[config.mk]
export PLATFORM = sky130hd
export DESIGN_NAME = pipe_hazard_ctrl_flat
export DESIGN_NICKNAME = d
export VERILOG_FILES = /design/src/rtl/pipe_hazard_ctrl_pkg.sv /design/src/rtl/pipe_hazard_ctrl_if.sv /design/src/rtl/pipe_hazard_ctrl_md_sequencer.sv /design/src/rtl/pipe_hazard_ctrl.sv /design/src/flat_wrapper.sv
export SDC_FILE = /design/constraint.sdc
export NUM_CORES = 1
export LEC_CHECK = 0
export ABC_AREA = 1
export CORE_AREA = 2 2 56 63
export CTS_CLUSTER_DIAMETER = 150
export DETAILED_ROUTE_END_ITERATION = 12
export DIE_AREA = 0 0 58 65
export PLACE_DENSITY = 0.88
export RECOVER_POWER = 50
export SLEW_MARGIN = 25
export SYNTH_ARGS = -nofsm -noshare
export SYNTH_HDL_FRONTEND = slang
export SYNTH_SLANG_ARGS = --single-unit
[constraint.sdc]
create_clock -name clk -period 1.8 [get_ports clk]
set_input_delay 0.27 -clock clk [delete_from_list [all_inputs] [get_ports clk]]
set_output_delay 0.27 -clock clk [all_outputs]
set_load 0.01 [all_outputs]
[src/rtl/pipe_hazard_ctrl_pkg.sv]
// ---------------------------------------------------------------------------
// pipe_ctrl_pkg
// Shared definitions for the pipeline hazard controller: forwarding select
// encodings, the mul/div sequencer state type and the default register
// number width.
// ---------------------------------------------------------------------------
package pipe_ctrl_pkg;

    localparam int DEF_REG_W = 5;

    // EX operand source selects
    localparam logic [1:0] FWD_RF  = 2'b00;
    localparam logic [1:0] FWD_MEM = 2'b10;
    localparam logic [1:0] FWD_WB  = 2'b01;

    typedef enum logic [1:0] {
        IDLE = 2'd0,
        MUL  = 2'd1,
        DIV  = 2'd2,
        DONE = 2'd3
    } md_state_t;

endpackage

[src/rtl/pipe_hazard_ctrl_if.sv]
// ---------------------------------------------------------------------------
// pipe_hazard_if
// Bundle of pipeline-stage information flowing into the hazard controller
// and the stall / clear / forwarding / mul-div controls flowing back out.
//   slave  : hazard controller side (stage info in, controls out)
//   master : pipeline side (stage info out, controls in)
// ---------------------------------------------------------------------------
interface pipe_hazard_if
    import pipe_ctrl_pkg::*;
#(
    parameter int REG_W = DEF_REG_W
);
    // ID stage
    logic [REG_W-1:0] id_rs;
    logic [REG_W-1:0] id_rt;
    logic             id_use_rs;
    logic             id_use_rt;
    logic             id_hilo_use;
    // EX stage
    logic             ex_valid;
    logic [REG_W-1:0] ex_rs;
    logic [REG_W-1:0] ex_rt;
    logic             ex_memread;
    logic             ex_regwrite;
    logic [REG_W-1:0] ex_wbreg;
    logic             ex_br_taken;
    logic             ex_md_start;
    logic             ex_md_div;
    // MEM stage
    logic             mem_valid;
    logic             mem_regwrite;
    logic [REG_W-1:0] mem_wbreg;
    // WB stage
    logic             wb_valid;
    logic             wb_regwrite;
    logic [REG_W-1:0] wb_wbreg;
    // Controls
    logic             pc_stall;
    logic             ifid_stall;
    logic             ifid_clr;
    logic             idex_clr;
    logic             exmem_clr;
    logic             memwb_clr;
    logic [1:0]       fwd_a;
    logic [1:0]       fwd_b;
    logic             md_busy;
    logic             md_hilo_we;

    modport slave (
        input  id_rs, id_rt, id_use_rs, id_use_rt, id_hilo_use,
        input  ex_valid, ex_rs, ex_rt, ex_memread, ex_regwrite, ex_wbreg,
        input  ex_br_taken, ex_md_start, ex_md_div,
        input  mem_valid, mem_regwrite, mem_wbreg,
        input  wb_valid, wb_regwrite, wb_wbreg,
        output pc_stall, ifid_stall, ifid_clr, idex_clr, exmem_clr, memwb_clr,
        output fwd_a, fwd_b, md_busy, md_hilo_we
    );

    modport master (
        output id_rs, id_rt, id_use_rs, id_use_rt, id_hilo_use,
        output ex_valid, ex_rs, ex_rt, ex_memread, ex_regwrite, ex_wbreg,
        output ex_br_taken, ex_md_start, ex_md_div,
        output mem_valid, mem_regwrite, mem_wbreg,
        output wb_valid, wb_regwrite, wb_wbreg,
        input  pc_stall, ifid_stall, ifid_clr, idex_clr, exmem_clr, memwb_clr,
        input  fwd_a, fwd_b, md_busy, md_hilo_we
    );

endinterface

[src/rtl/pipe_hazard_ctrl_md_sequencer.sv]
// ---------------------------------------------------------------------------
// md_sequencer
// Multi-cycle multiply/divide sequencer. A start accepted in IDLE keeps the
// unit busy for MUL_CYCLES or DIV_CYCLES cycles, then spends one DONE cycle
// in which the HI/LO write enable is high.
// Ports:
//   clk, rst_n     : clock, asynchronous active-low reset
//   start, is_div  : launch request (only honoured in IDLE) and op type
//   md_busy        : registered, high while in MUL or DIV
//   md_hilo_we     : registered, high for the single DONE cycle
//   state          : current sequencer state
// ---------------------------------------------------------------------------
module md_sequencer
    import pipe_ctrl_pkg::*;
#(
    parameter int MUL_CYCLES = 4,
    parameter int DIV_CYCLES = 32
) (
    input  logic      clk,
    input  logic      rst_n,
    input  logic      start,
    input  logic      is_div,
    output logic      md_busy,
    output logic      md_hilo_we,
    output md_state_t state
);

    localparam int MAX_CYCLES = (MUL_CYCLES > DIV_CYCLES) ? MUL_CYCLES : DIV_CYCLES;
    localparam int CNT_W      = $clog2(MAX_CYCLES + 1);

    localparam logic [CNT_W-1:0] MUL_LOAD = CNT_W'(MUL_CYCLES - 1);
    localparam logic [CNT_W-1:0] DIV_LOAD = CNT_W'(DIV_CYCLES - 1);

    md_state_t        state_reg;
    logic [CNT_W-1:0] cnt_reg;
    logic             busy_reg;
    logic             we_reg;

    always_ff @(posedge clk or negedge rst_n) begin
        if (!rst_n) begin
            state_reg <= IDLE;
            cnt_reg   <= '0;
            busy_reg  <= 1'b0;
            we_reg    <= 1'b0;
        end else begin
            case (state_reg)
                IDLE: begin
                    we_reg <= 1'b0;
                    if (start) begin
                        state_reg <= is_div ? DIV : MUL;
                        cnt_reg   <= is_div ? DIV_LOAD : MUL_LOAD;
                        busy_reg  <= 1'b1;
                    end
                end
                MUL, DIV: begin
                    // The counter holds the number of busy cycles still to
                    // follow the current one.
                    if (cnt_reg == '0) begin
                        state_reg <= DONE;
                        busy_reg  <= 1'b0;
                        we_reg    <= 1'b1;
                    end else begin
                        cnt_reg <= cnt_reg - 1'b1;
                    end
                end
                DONE: begin
                    state_reg <= IDLE;
                    we_reg    <= 1'b0;
                end
                default: begin
                    state_reg <= IDLE;
                    busy_reg  <= 1'b0;
                    we_reg    <= 1'b0;
                end
            endcase
        end
    end

    assign state      = state_reg;
    assign md_busy    = busy_reg;
    assign md_hilo_we = we_reg;

endmodule

[src/rtl/pipe_hazard_ctrl.sv]
// ---------------------------------------------------------------------------
// pipe_hazard_ctrl
// Central hazard controller for the 5-stage pipeline: EX operand forwarding
// selects, load-use and HI/LO stalls, branch flushes, and sequencing of the
// multi-cycle mul/div unit.
// Ports:
//   clk, rst_n : pipeline clock, asynchronous active-low reset
//   bus        : pipe_hazard_if slave modport (stage info in, controls out)
// ---------------------------------------------------------------------------
module pipe_hazard_ctrl
    import pipe_ctrl_pkg::*;
#(
    parameter int REG_W      = DEF_REG_W,
    parameter int MUL_CYCLES = 4,
    parameter int DIV_CYCLES = 32
) (
    input  logic          clk,
    input  logic          rst_n,
    pipe_hazard_if.slave  bus
);

    md_state_t  md_state;
    logic       md_busy;
    logic       md_hilo_we;
    logic       md_start;

    logic [REG_W-1:0] ex_src [2];
    logic [1:0]       fwd_sel [2];

    logic mem_fwd_ok;
    logic wb_fwd_ok;
    logic load_use;
    logic hilo_haz;
    logic stall;
    logic flush;

    assign md_start = bus.ex_valid & bus.ex_md_start;

    md_sequencer #(
        .MUL_CYCLES (MUL_CYCLES),
        .DIV_CYCLES (DIV_CYCLES)
    ) u_md_seq (
        .clk        (clk),
        .rst_n      (rst_n),
        .start      (md_start),
        .is_div     (bus.ex_md_div),
        .md_busy    (md_busy),
        .md_hilo_we (md_hilo_we),
        .state      (md_state)
    );

    // Register 0 is hard-wired zero, so a write to it must never be forwarded.
    assign mem_fwd_ok = bus.mem_valid & bus.mem_regwrite & (bus.mem_wbreg != '0);
    assign wb_fwd_ok  = bus.wb_valid  & bus.wb_regwrite  & (bus.wb_wbreg  != '0);

    assign ex_src[0] = bus.ex_rs;
    assign ex_src[1] = bus.ex_rt;

    // One forwarding mux per EX operand; the younger MEM result wins over WB.
    generate
        for (genvar gi = 0; gi < 2; gi++) begin : g_fwd
            always_comb begin
                fwd_sel[gi] = FWD_RF;
                if (mem_fwd_ok && (bus.mem_wbreg == ex_src[gi])) begin
                    fwd_sel[gi] = FWD_MEM;
                end else if (wb_fwd_ok && (bus.wb_wbreg == ex_src[gi])) begin
                    fwd_sel[gi] = FWD_WB;
                end
            end
        end
    endgenerate

    assign load_use = bus.ex_valid & bus.ex_memread & bus.ex_regwrite &
                      (bus.ex_wbreg != '0) &
                      ((bus.id_use_rs & (bus.id_rs == bus.ex_wbreg)) |
                       (bus.id_use_rt & (bus.id_rt == bus.ex_wbreg)));

    // HI/LO readers may leave ID in the DONE cycle: the write lands at its end.
    assign hilo_haz = bus.id_hilo_use & ((md_state == MUL) | (md_state == DIV));
    assign stall    = load_use | hilo_haz;
    assign flush    = bus.ex_br_taken;

    // While in reset every stage register is held clear and nothing stalls.
    assign bus.pc_stall   = rst_n & stall & ~flush;
    assign bus.ifid_stall = rst_n & stall & ~flush;
    assign bus.ifid_clr   = ~rst_n | flush;
    assign bus.idex_clr   = ~rst_n | flush | stall;
    assign bus.exmem_clr  = ~rst_n;
    assign bus.memwb_clr  = ~rst_n;
    assign bus.fwd_a      = rst_n ? fwd_sel[0] : FWD_RF;
    assign bus.fwd_b      = rst_n ? fwd_sel[1] : FWD_RF;
    assign bus.md_busy    = md_busy;
    assign bus.md_hilo_we = md_hilo_we;

    // A mul/div cannot reach EX while the unit is busy because hilo_haz
    // holds it in ID; a branch and a mul/div cannot share the EX slot.
    a_start_only_idle: assert property (@(posedge clk) disable iff (!rst_n)
        !(md_start && (md_state != IDLE)));
    a_no_branch_with_md: assert property (@(posedge clk) disable iff (!rst_n)
        !(bus.ex_valid && bus.ex_br_taken && bus.ex_md_start));

endmodule

[src/flat_wrapper.sv]
// flat-port wrapper written by rule: the top's interface ports become plain ports
module pipe_hazard_ctrl_flat import pipe_ctrl_pkg::*;
#(
    parameter int REG_W      = DEF_REG_W,
    parameter int MUL_CYCLES = 4,
    parameter int DIV_CYCLES = 32
)
  (clk, rst_n, bus_id_rs, bus_id_rt, bus_id_use_rs, bus_id_use_rt, bus_id_hilo_use, bus_ex_valid, bus_ex_rs, bus_ex_rt, bus_ex_memread, bus_ex_regwrite, bus_ex_wbreg, bus_ex_br_taken, bus_ex_md_start, bus_ex_md_div, bus_mem_valid, bus_mem_regwrite, bus_mem_wbreg, bus_wb_valid, bus_wb_regwrite, bus_wb_wbreg, bus_pc_stall, bus_ifid_stall, bus_ifid_clr, bus_idex_clr, bus_exmem_clr, bus_memwb_clr, bus_fwd_a, bus_fwd_b, bus_md_busy, bus_md_hilo_we);
  pipe_hazard_if #(.REG_W(REG_W)) bus_i ();
  input  logic clk;
  input  logic rst_n;
  input wire logic [$bits(bus_i.id_rs)-1:0] bus_id_rs;
  input wire logic [$bits(bus_i.id_rt)-1:0] bus_id_rt;
  input wire logic [$bits(bus_i.id_use_rs)-1:0] bus_id_use_rs;
  input wire logic [$bits(bus_i.id_use_rt)-1:0] bus_id_use_rt;
  input wire logic [$bits(bus_i.id_hilo_use)-1:0] bus_id_hilo_use;
  input wire logic [$bits(bus_i.ex_valid)-1:0] bus_ex_valid;
  input wire logic [$bits(bus_i.ex_rs)-1:0] bus_ex_rs;
  input wire logic [$bits(bus_i.ex_rt)-1:0] bus_ex_rt;
  input wire logic [$bits(bus_i.ex_memread)-1:0] bus_ex_memread;
  input wire logic [$bits(bus_i.ex_regwrite)-1:0] bus_ex_regwrite;
  input wire logic [$bits(bus_i.ex_wbreg)-1:0] bus_ex_wbreg;
  input wire logic [$bits(bus_i.ex_br_taken)-1:0] bus_ex_br_taken;
  input wire logic [$bits(bus_i.ex_md_start)-1:0] bus_ex_md_start;
  input wire logic [$bits(bus_i.ex_md_div)-1:0] bus_ex_md_div;
  input wire logic [$bits(bus_i.mem_valid)-1:0] bus_mem_valid;
  input wire logic [$bits(bus_i.mem_regwrite)-1:0] bus_mem_regwrite;
  input wire logic [$bits(bus_i.mem_wbreg)-1:0] bus_mem_wbreg;
  input wire logic [$bits(bus_i.wb_valid)-1:0] bus_wb_valid;
  input wire logic [$bits(bus_i.wb_regwrite)-1:0] bus_wb_regwrite;
  input wire logic [$bits(bus_i.wb_wbreg)-1:0] bus_wb_wbreg;
  output wire logic [$bits(bus_i.pc_stall)-1:0] bus_pc_stall;
  output wire logic [$bits(bus_i.ifid_stall)-1:0] bus_ifid_stall;
  output wire logic [$bits(bus_i.ifid_clr)-1:0] bus_ifid_clr;
  output wire logic [$bits(bus_i.idex_clr)-1:0] bus_idex_clr;
  output wire logic [$bits(bus_i.exmem_clr)-1:0] bus_exmem_clr;
  output wire logic [$bits(bus_i.memwb_clr)-1:0] bus_memwb_clr;
  output wire logic [$bits(bus_i.fwd_a)-1:0] bus_fwd_a;
  output wire logic [$bits(bus_i.fwd_b)-1:0] bus_fwd_b;
  output wire logic [$bits(bus_i.md_busy)-1:0] bus_md_busy;
  output wire logic [$bits(bus_i.md_hilo_we)-1:0] bus_md_hilo_we;
  assign bus_i.id_rs = bus_id_rs;
  assign bus_i.id_rt = bus_id_rt;
  assign bus_i.id_use_rs = bus_id_use_rs;
  assign bus_i.id_use_rt = bus_id_use_rt;
  assign bus_i.id_hilo_use = bus_id_hilo_use;
  assign bus_i.ex_valid = bus_ex_valid;
  assign bus_i.ex_rs = bus_ex_rs;
  assign bus_i.ex_rt = bus_ex_rt;
  assign bus_i.ex_memread = bus_ex_memread;
  assign bus_i.ex_regwrite = bus_ex_regwrite;
  assign bus_i.ex_wbreg = bus_ex_wbreg;
  assign bus_i.ex_br_taken = bus_ex_br_taken;
  assign bus_i.ex_md_start = bus_ex_md_start;
  assign bus_i.ex_md_div = bus_ex_md_div;
  assign bus_i.mem_valid = bus_mem_valid;
  assign bus_i.mem_regwrite = bus_mem_regwrite;
  assign bus_i.mem_wbreg = bus_mem_wbreg;
  assign bus_i.wb_valid = bus_wb_valid;
  assign bus_i.wb_regwrite = bus_wb_regwrite;
  assign bus_i.wb_wbreg = bus_wb_wbreg;
  assign bus_pc_stall = bus_i.pc_stall;
  assign bus_ifid_stall = bus_i.ifid_stall;
  assign bus_ifid_clr = bus_i.ifid_clr;
  assign bus_idex_clr = bus_i.idex_clr;
  assign bus_exmem_clr = bus_i.exmem_clr;
  assign bus_memwb_clr = bus_i.memwb_clr;
  assign bus_fwd_a = bus_i.fwd_a;
  assign bus_fwd_b = bus_i.fwd_b;
  assign bus_md_busy = bus_i.md_busy;
  assign bus_md_hilo_we = bus_i.md_hilo_we;
  pipe_hazard_ctrl #(.REG_W(REG_W), .MUL_CYCLES(MUL_CYCLES), .DIV_CYCLES(DIV_CYCLES)) u_core (.clk(clk), .rst_n(rst_n), .bus(bus_i));
endmodule
==> results of run 1 <==
kinds of logic (layout without fill, tap and decap cells):
family,after synthesis,in the layout
AND/OR/NAND/NOR,111,111
buffers and inverters,35,104
AO/OA/AOI/OAI,23,23
XOR/XNOR,15,15
flip-flops,10,10
adder cells (fa/ha/maj),3,3
cell usage in the layout (no fill, tap or decap), types with 2 or more instances in the layout:
master	Yosys	final
or2_2	4	4
xor2_1	8	8
inv_1	31	28
a21oi_1	7	6
inv_2	1	4
nand4_1	4	4
dlymetal6s2s_1	0	15
dlygate4sd2_1	0	20
ha_1	3	3
clkbuf_4	0	3
a21boi_0	2	2
dlygate4sd3_1	0	2
clkdlybuf4s50_1	0	17
buf_2	0	6
o21a_1	2	2
clkbuf_1	0	2
nor3_1	3	3
nor2_2	1	3
o21ai_0	7	7
nor2_1	24	22
nand3_1	12	11
nand2_1	57	56
dfrtp_1	10	10
buf_4	3	5
xnor2_1	7	7
nand2_2	1	2
metrics by stage:
step | hold slack (ns) | setup WS [ns] | setup TNS [ns]
global route | 0.153 | 0.00516 | 0
detailed placement | 0.498 | -0.483 | -3.19
CTS | 0.141 | 0.0000174 | 0
global placement | 0.467 | -0.456 | -3.02
floorplan | -0.0256 | 0.250 | 0
finish | 0.117 | 0.105 | 0
final timing paths:
| path | start | to | slack (ns) |
|---|---|---|---|
| max reg2reg | u_core.u_md_seq.state[0] | u_core.u_md_seq.cnt_reg[4] | 0.19 |
| min | rst_n | u_core.u_md_seq.state[1] | 0.12 |
| max in group asynchronous | rst_n | u_core.u_md_seq.cnt_reg[2] | 1.22 |
| min reg2reg | u_core.u_md_seq.md_hilo_we | u_core.u_md_seq.md_hilo_we | 0.51 |
| min in group clk | u_core.u_md_seq.md_hilo_we | u_core.u_md_seq.md_hilo_we | 0.51 |
| max | bus_ex_br_taken | bus_ifid_clr | 0.11 |
metal layers:
| metal | track usage | vias up | wire [um] |
|---|---|---|---|
| met5 | 0 | - | 0 |
| met4 | 0.0901 | 0 | 121 |
| met3 | 0.0339 | 13 | 217 |
| met2 | 0.359 | 52 | 1820 |
| met1 | 0.219 | 652 | 1420 |
| li1 | - | 753 | - |
timing repair:
action	CTS	global route
endpoints found under the setup margin	10	7
pin swaps	7	14
gates resized for setup	49	21
endpoints found under the hold margin	0	0
buffers inserted	0	0
power breakdown:
group / leakage [nW] / switching, mW / total, mW / internal (mW)
sequential: 0.119 / 0.0658 / 0.405 / 0.340
combinational: 0.967 / 0.735 / 1.24 / 0.502
clock: 0.0210 / 0.0835 / 0.207 / 0.123
synthesized netlist by cell type (all sizes together):
cell    number
o21a         2
nor2        25
and2         1
o22ai        1
inv         32
a21boi       2
a211oi       1
xor2         8
a22oi        1
nor3         3
dfrtp       10
nand3       12
buf          3
ha           3
a21oi        7
nand2       60
nand3b       1
or2          4
nand4        5
xnor2        7
o21ai        9
final cells by class:
class                           count  area (um^2)  area share
Timing Repair Buffer               68          638       0.334
Tap cell                           36         45.0      0.0236
Inverter                           32          120      0.0629
Clock buffer                        4         36.3      0.0190
Sequential cell                    10          250       0.131
Multi-Input combinational cell    152          820       0.429
==> flow_summary_export.csv, run 1 <==
group,metric,value,unit
outcome,status,"complete, no violations",
layout,largest_register_ffs,6,
worst_setup_path,cp_max_fo,2,
global_route,grt_overflow,0,
sta,tightest_slew,0.469,ns
floorplanning,fp.coreArea,3190,um^2
synthesis,synth_xor_area_frac,0.110,
route,vias,1470,
synthesis,synth_fa_ha_area_frac,0.0314,
sta,rsz0062_at_grt,"false",
clock_network,clkLatencyLatePin,0.27,ns
synthesis,synth_area_leader_cell,"dfrtp_1",
power,total_power,1.85,mW
worst_setup_path,critPathCaptureType,"output pin",
route,routed_wl,3580,um
layout,fin_cells,302,
synthesis,synth-simple-area-share,0.417,
floorplanning,fp.dieH,65,um
sta,hold_violations,0,
synthesis,synth_seq_area_share,0.209,
worst_setup_path,rr_worst_depth,8,
floorplanning,die_x,58,um
power,power_leakage,1.11,nW
layout,diodes,0,
sta,fin_skew,0.00297,ns
synthesis,synth_top_family_by_area,"simple AND/OR/NAND/NOR gates",
route,drc,0,
layout,areaGrowthSynthToFinish,59.6,%
floorplanning,dieArea,3770,um^2
clock_network,clock_path_buffers,2,
clock_network,cts_buffers,3,
route,firstDrtPassIters,4,
layout,final_area,1910,um^2
place,gp_congestion,0.848,
worst_setup_path,worstPathArrival,1.42,ns
worst_setup_path,cp_slowest_stage_delay,0.57,ns
sta,post-route-period-util,0.941,
clock_network,cts_tree,"built",
synthesis,synth-compound-area-share,0.113,
sta,fmax,590,MHz
floorplanning,rows,22,
sta,slew_violations,0,
layout,nets,320,
synthesis,syn_nets,250,
route,viasPerCell,4.87,
synthesis,yosys-top-cells-area,"dfrtp_1, nand2_1, inv_1",
floorplanning,ios,62,
place,placed_area,1880,um^2
synthesis,ys_warn_count,0,
global_route,grt_first_pass_wirelength,5900,um
layout,drive_gt1_frac,0.128,
clock_network,holdBufCountCts,0,
global_route,grtUsageTotal,0.198,
worst_setup_path,slowest_stage,"clkdlybuf4s50_1",
worst_setup_path,crit_chain,"clkdlybuf4s50_1, nor2_1, inv_1, clkdlybuf4s50_1",
synthesis,synth_cell_types,29,
clock_network,clock-sinks,10,
route,antenna_left,0,
place,io_buffer_count,61,
global_route,grt_max_degree,11,
synthesis,synthCells,197,
worst_setup_path,crit_top_cell,"clkdlybuf4s50_1",
job,maxCapViolations,0,
worst_setup_path,worst-path-stages,4,
synthesis,synth_seq_cells,10,
sta,period_needed,1.69,ns
global_route,antenna_found_initial,0,
worst_setup_path,path_class,"primary input to output pin",
clock_network,cts-root-buf,"clkbuf_4",
worst_setup_path,cp-start-kind,"primary input",
synthesis,synth.top_cell.area_share,0.209,
worst_setup_path,crit_family,"buffers and inverters",
sta,max_slew_margin,0.687,
route,drt-initial-drc-count,46,
power,irDropWorstVdd,1.06,mV
synthesis,avgSynthCellArea,6.07,um^2
worst_setup_path,cp_num_buf_inv,3,
synthesis,synthMuxAreaShare,0,
sta,setup_viol,0,
layout,fin_util,0.598,
clock_network,clkSlewWorstSetupHoldPaths,0.06,ns
layout,n_fill_cell,314,
place,placedCellCount,298,
route,wl_per_cell,11.9,um
clock_network,htreeDepth,1,
worst_setup_path,required,1.53,ns
min_path,min_path_type,"primary input to async pin",
power,pwr_density_cell,968,nW/um^2
floorplanning,initial_core_util,0.375,
synthesis,netlist_area,1200,um^2
global_route,grt_pass1_vias,1428,
place,place_hpwl,2910,um
Power figures use the tool's default switching activity.
==> inputs of run 2 (changes only) <==
CORE_AREA = 2 2 50 57   (was 2 2 56 63)
DIE_AREA = 0 0 52 59   (was 0 0 58 65)
DONT_BUFFER_PORTS = 1   (was not set)
PLACE_DENSITY = 0.73   (was 0.88)
==> run 2 against run 1 <==
  * Worst setup slack better by 0.055 ns
  * Utilization is 8.1 points lower
  * Sequential share of layout area is 6.7 points higher
  * Clock power shrank 27%
  * Critical endpoint is now bus_pc_stall
  * Largest cell class unchanged
==> flow_summary_export.csv, run 2 (synthesis gave the netlist of run 1 again) <==
group,metric,value,unit
sta,tns,0,ns
sta,fin_skew,0.000422,ns
sta,period_needed,1.64,ns
global_route,grtUsageTotal,0.172,
sta,tightest_slew,0.448,ns
global_route,grt_pass1_vias,1024,
power,pwr_density_cell,1280,nW/um^2
place,io_buffer_count,0,
layout,mostFrequentLayoutCells,"nand2_1, inv_1, nor2_1",
route,drc,0,
min_path,min-delay-start,"bus_ex_md_div",
sta,slew_violations,0,
sta,fmax,610,MHz
floorplanning,fp.dieH,59,um
place,gp_congestion,0.767,
sta,rsz0062_at_grt,"false",
floorplanning,ios,62,
worst_setup_path,path_class,"flop to output pin",
floorplanning,die_x,52,um
layout,drive_gt1_frac,0.0804,
layout,diodes,0,
route,antenna_left,0,
clock_network,clkLatencyLatePin,0.26,ns
floorplanning,fp.coreArea,2450,um^2
clock_network,clock-sinks,10,
sta,setup_viol,0,
route,viasPerCell,5.03,
sta,post-route-period-util,0.911,
worst_setup_path,required,1.53,ns
worst_setup_path,cp-start-kind,"flop",
clock_network,clock_path_buffers,2,
power,total_power,1.62,mW
worst_setup_path,reg2reg_from,"u_core.u_md_seq.cnt_reg[0]",
global_route,grt_overflow,0,
clock_network,cts_tree,"built",
route,firstDrtPassIters,4,
layout,final_area,1260,um^2
outcome,status,"complete, no violations",
min_path,min_path_type,"primary input to flop",
layout,fin_cells,230,
place,placed_area,1220,um^2
route,routed_wl,2490,um
place,placedCellCount,226,
place,place_hpwl,2150,um
floorplanning,dieArea,3070,um^2
power,power_leakage,0.672,nW
layout,areaGrowthSynthToFinish,5.75,%
worst_setup_path,startpoint,"u_core.u_md_seq.state[1]",
sta,max_slew_margin,0.700,
floorplanning,rows,19,
clock_network,htreeDepth,1,
min_path,hold_depth,2,
floorplanning,initial_core_util,0.489,
clock_network,cts_setup_buffers,0,
layout,final_common_cell,"nand2_1",
layout,nets,254,
power,irDropWorstVdd,1.52,mV
layout,largest_register_ffs,6,
clock_network,clkSlewWorstSetupHoldPaths,0.06,ns
clock_network,cts_buffers,3,
worst_setup_path,cp_max_fo,10,
route,vias,1157,
route,drt-initial-drc-count,18,
global_route,grt_first_pass_wirelength,3990,um
route,wl_per_cell,10.8,um
worst_setup_path,rr_worst_depth,7,
job,maxCapViolations,0,
clock_network,cts-root-buf,"clkbuf_4",
sta,hold_violations,0,
global_route,antenna_found_initial,0,
global_route,grt_max_degree,11,
worst_setup_path,worstPathArrival,1.37,ns
worst_setup_path,critPathCaptureType,"output pin",
==> run 2: cell types whose count changed in the layout (fill, tap and decap cells not counted), sizes merged <==
cell and change:
dlygate4sd2 -20, dlymetal6s2s -15, clkbuf -3, clkdlybuf4s50 -17, buf -10, clkdlybuf4s15 -1, dlygate4sd3 -1
==> run 2: power breakdown <==
part           leakage (nW)  total (mW)  internal, mW  switching (mW)
registers             0.119       0.417         0.340          0.0772
logic                 0.539        1.05         0.415           0.635
clock network        0.0138       0.151        0.0772          0.0734
==> run 2: per-stage QoR <==
stage	util	hold slack [ns]	setup slack (ns)
global placement	0.498	-0.0252	0.254
detailed placement	0.498	-0.0252	0.244
floorplan	-	-0.0256	0.250
global route	0.517	0.193	0.0457
finish	0.517	0.194	0.161
CTS	0.513	0.198	0.0352
==> run 2: per-layer routing <==
layer | wire length, um | track usage
met5 | 0 | 0
met4 | 22 | 0.0677
met3 | 196 | 0.0404
met2 | 1240 | 0.293
met1 | 1030 | 0.209
==> run 2: timing repair <==
item / 4_1_cts / 5_1_grt
hold endpoints to repair: 10 / 0
setup endpoints to repair: 2 / 2
hold buffers: 1 / 0
gates resized for setup: 1 / 1
==> run 2: area by class of cell <==
class | count | area (um^2)
timing repair buffer | 2 | 17.5
sequential | 10 | 250
clock buffer | 3 | 22.5
inverter | 32 | 120
tap | 31 | 38.8
fill | 262 | 1180
multi-input combinational | 152 | 816
==> run 2: worst max-delay path, cell delays in order, from the launching register on <==
cell     delay (ns)
dfrtp_1        0.32
inv_1          0.07
ha_4           0.34
nand2_1        0.08
a21oi_1        0.14
buf_4          0.15
==> run 2: path summary, 6_finish.rpt <==
kind	slack (ns)	endpoint
min in group asynchronous	0.39	u_core.u_md_seq.md_hilo_we
worst max register to register	0.39	u_core.u_md_seq.cnt_reg[2]
worst max-delay path	0.16	bus_pc_stall
max in group asynchronous	1.10	u_core.u_md_seq.cnt_reg[5]
worst min register to register	0.52	u_core.u_md_seq.cnt_reg[5]
worst min-delay path	0.19	u_core.u_md_seq.cnt_reg[2]
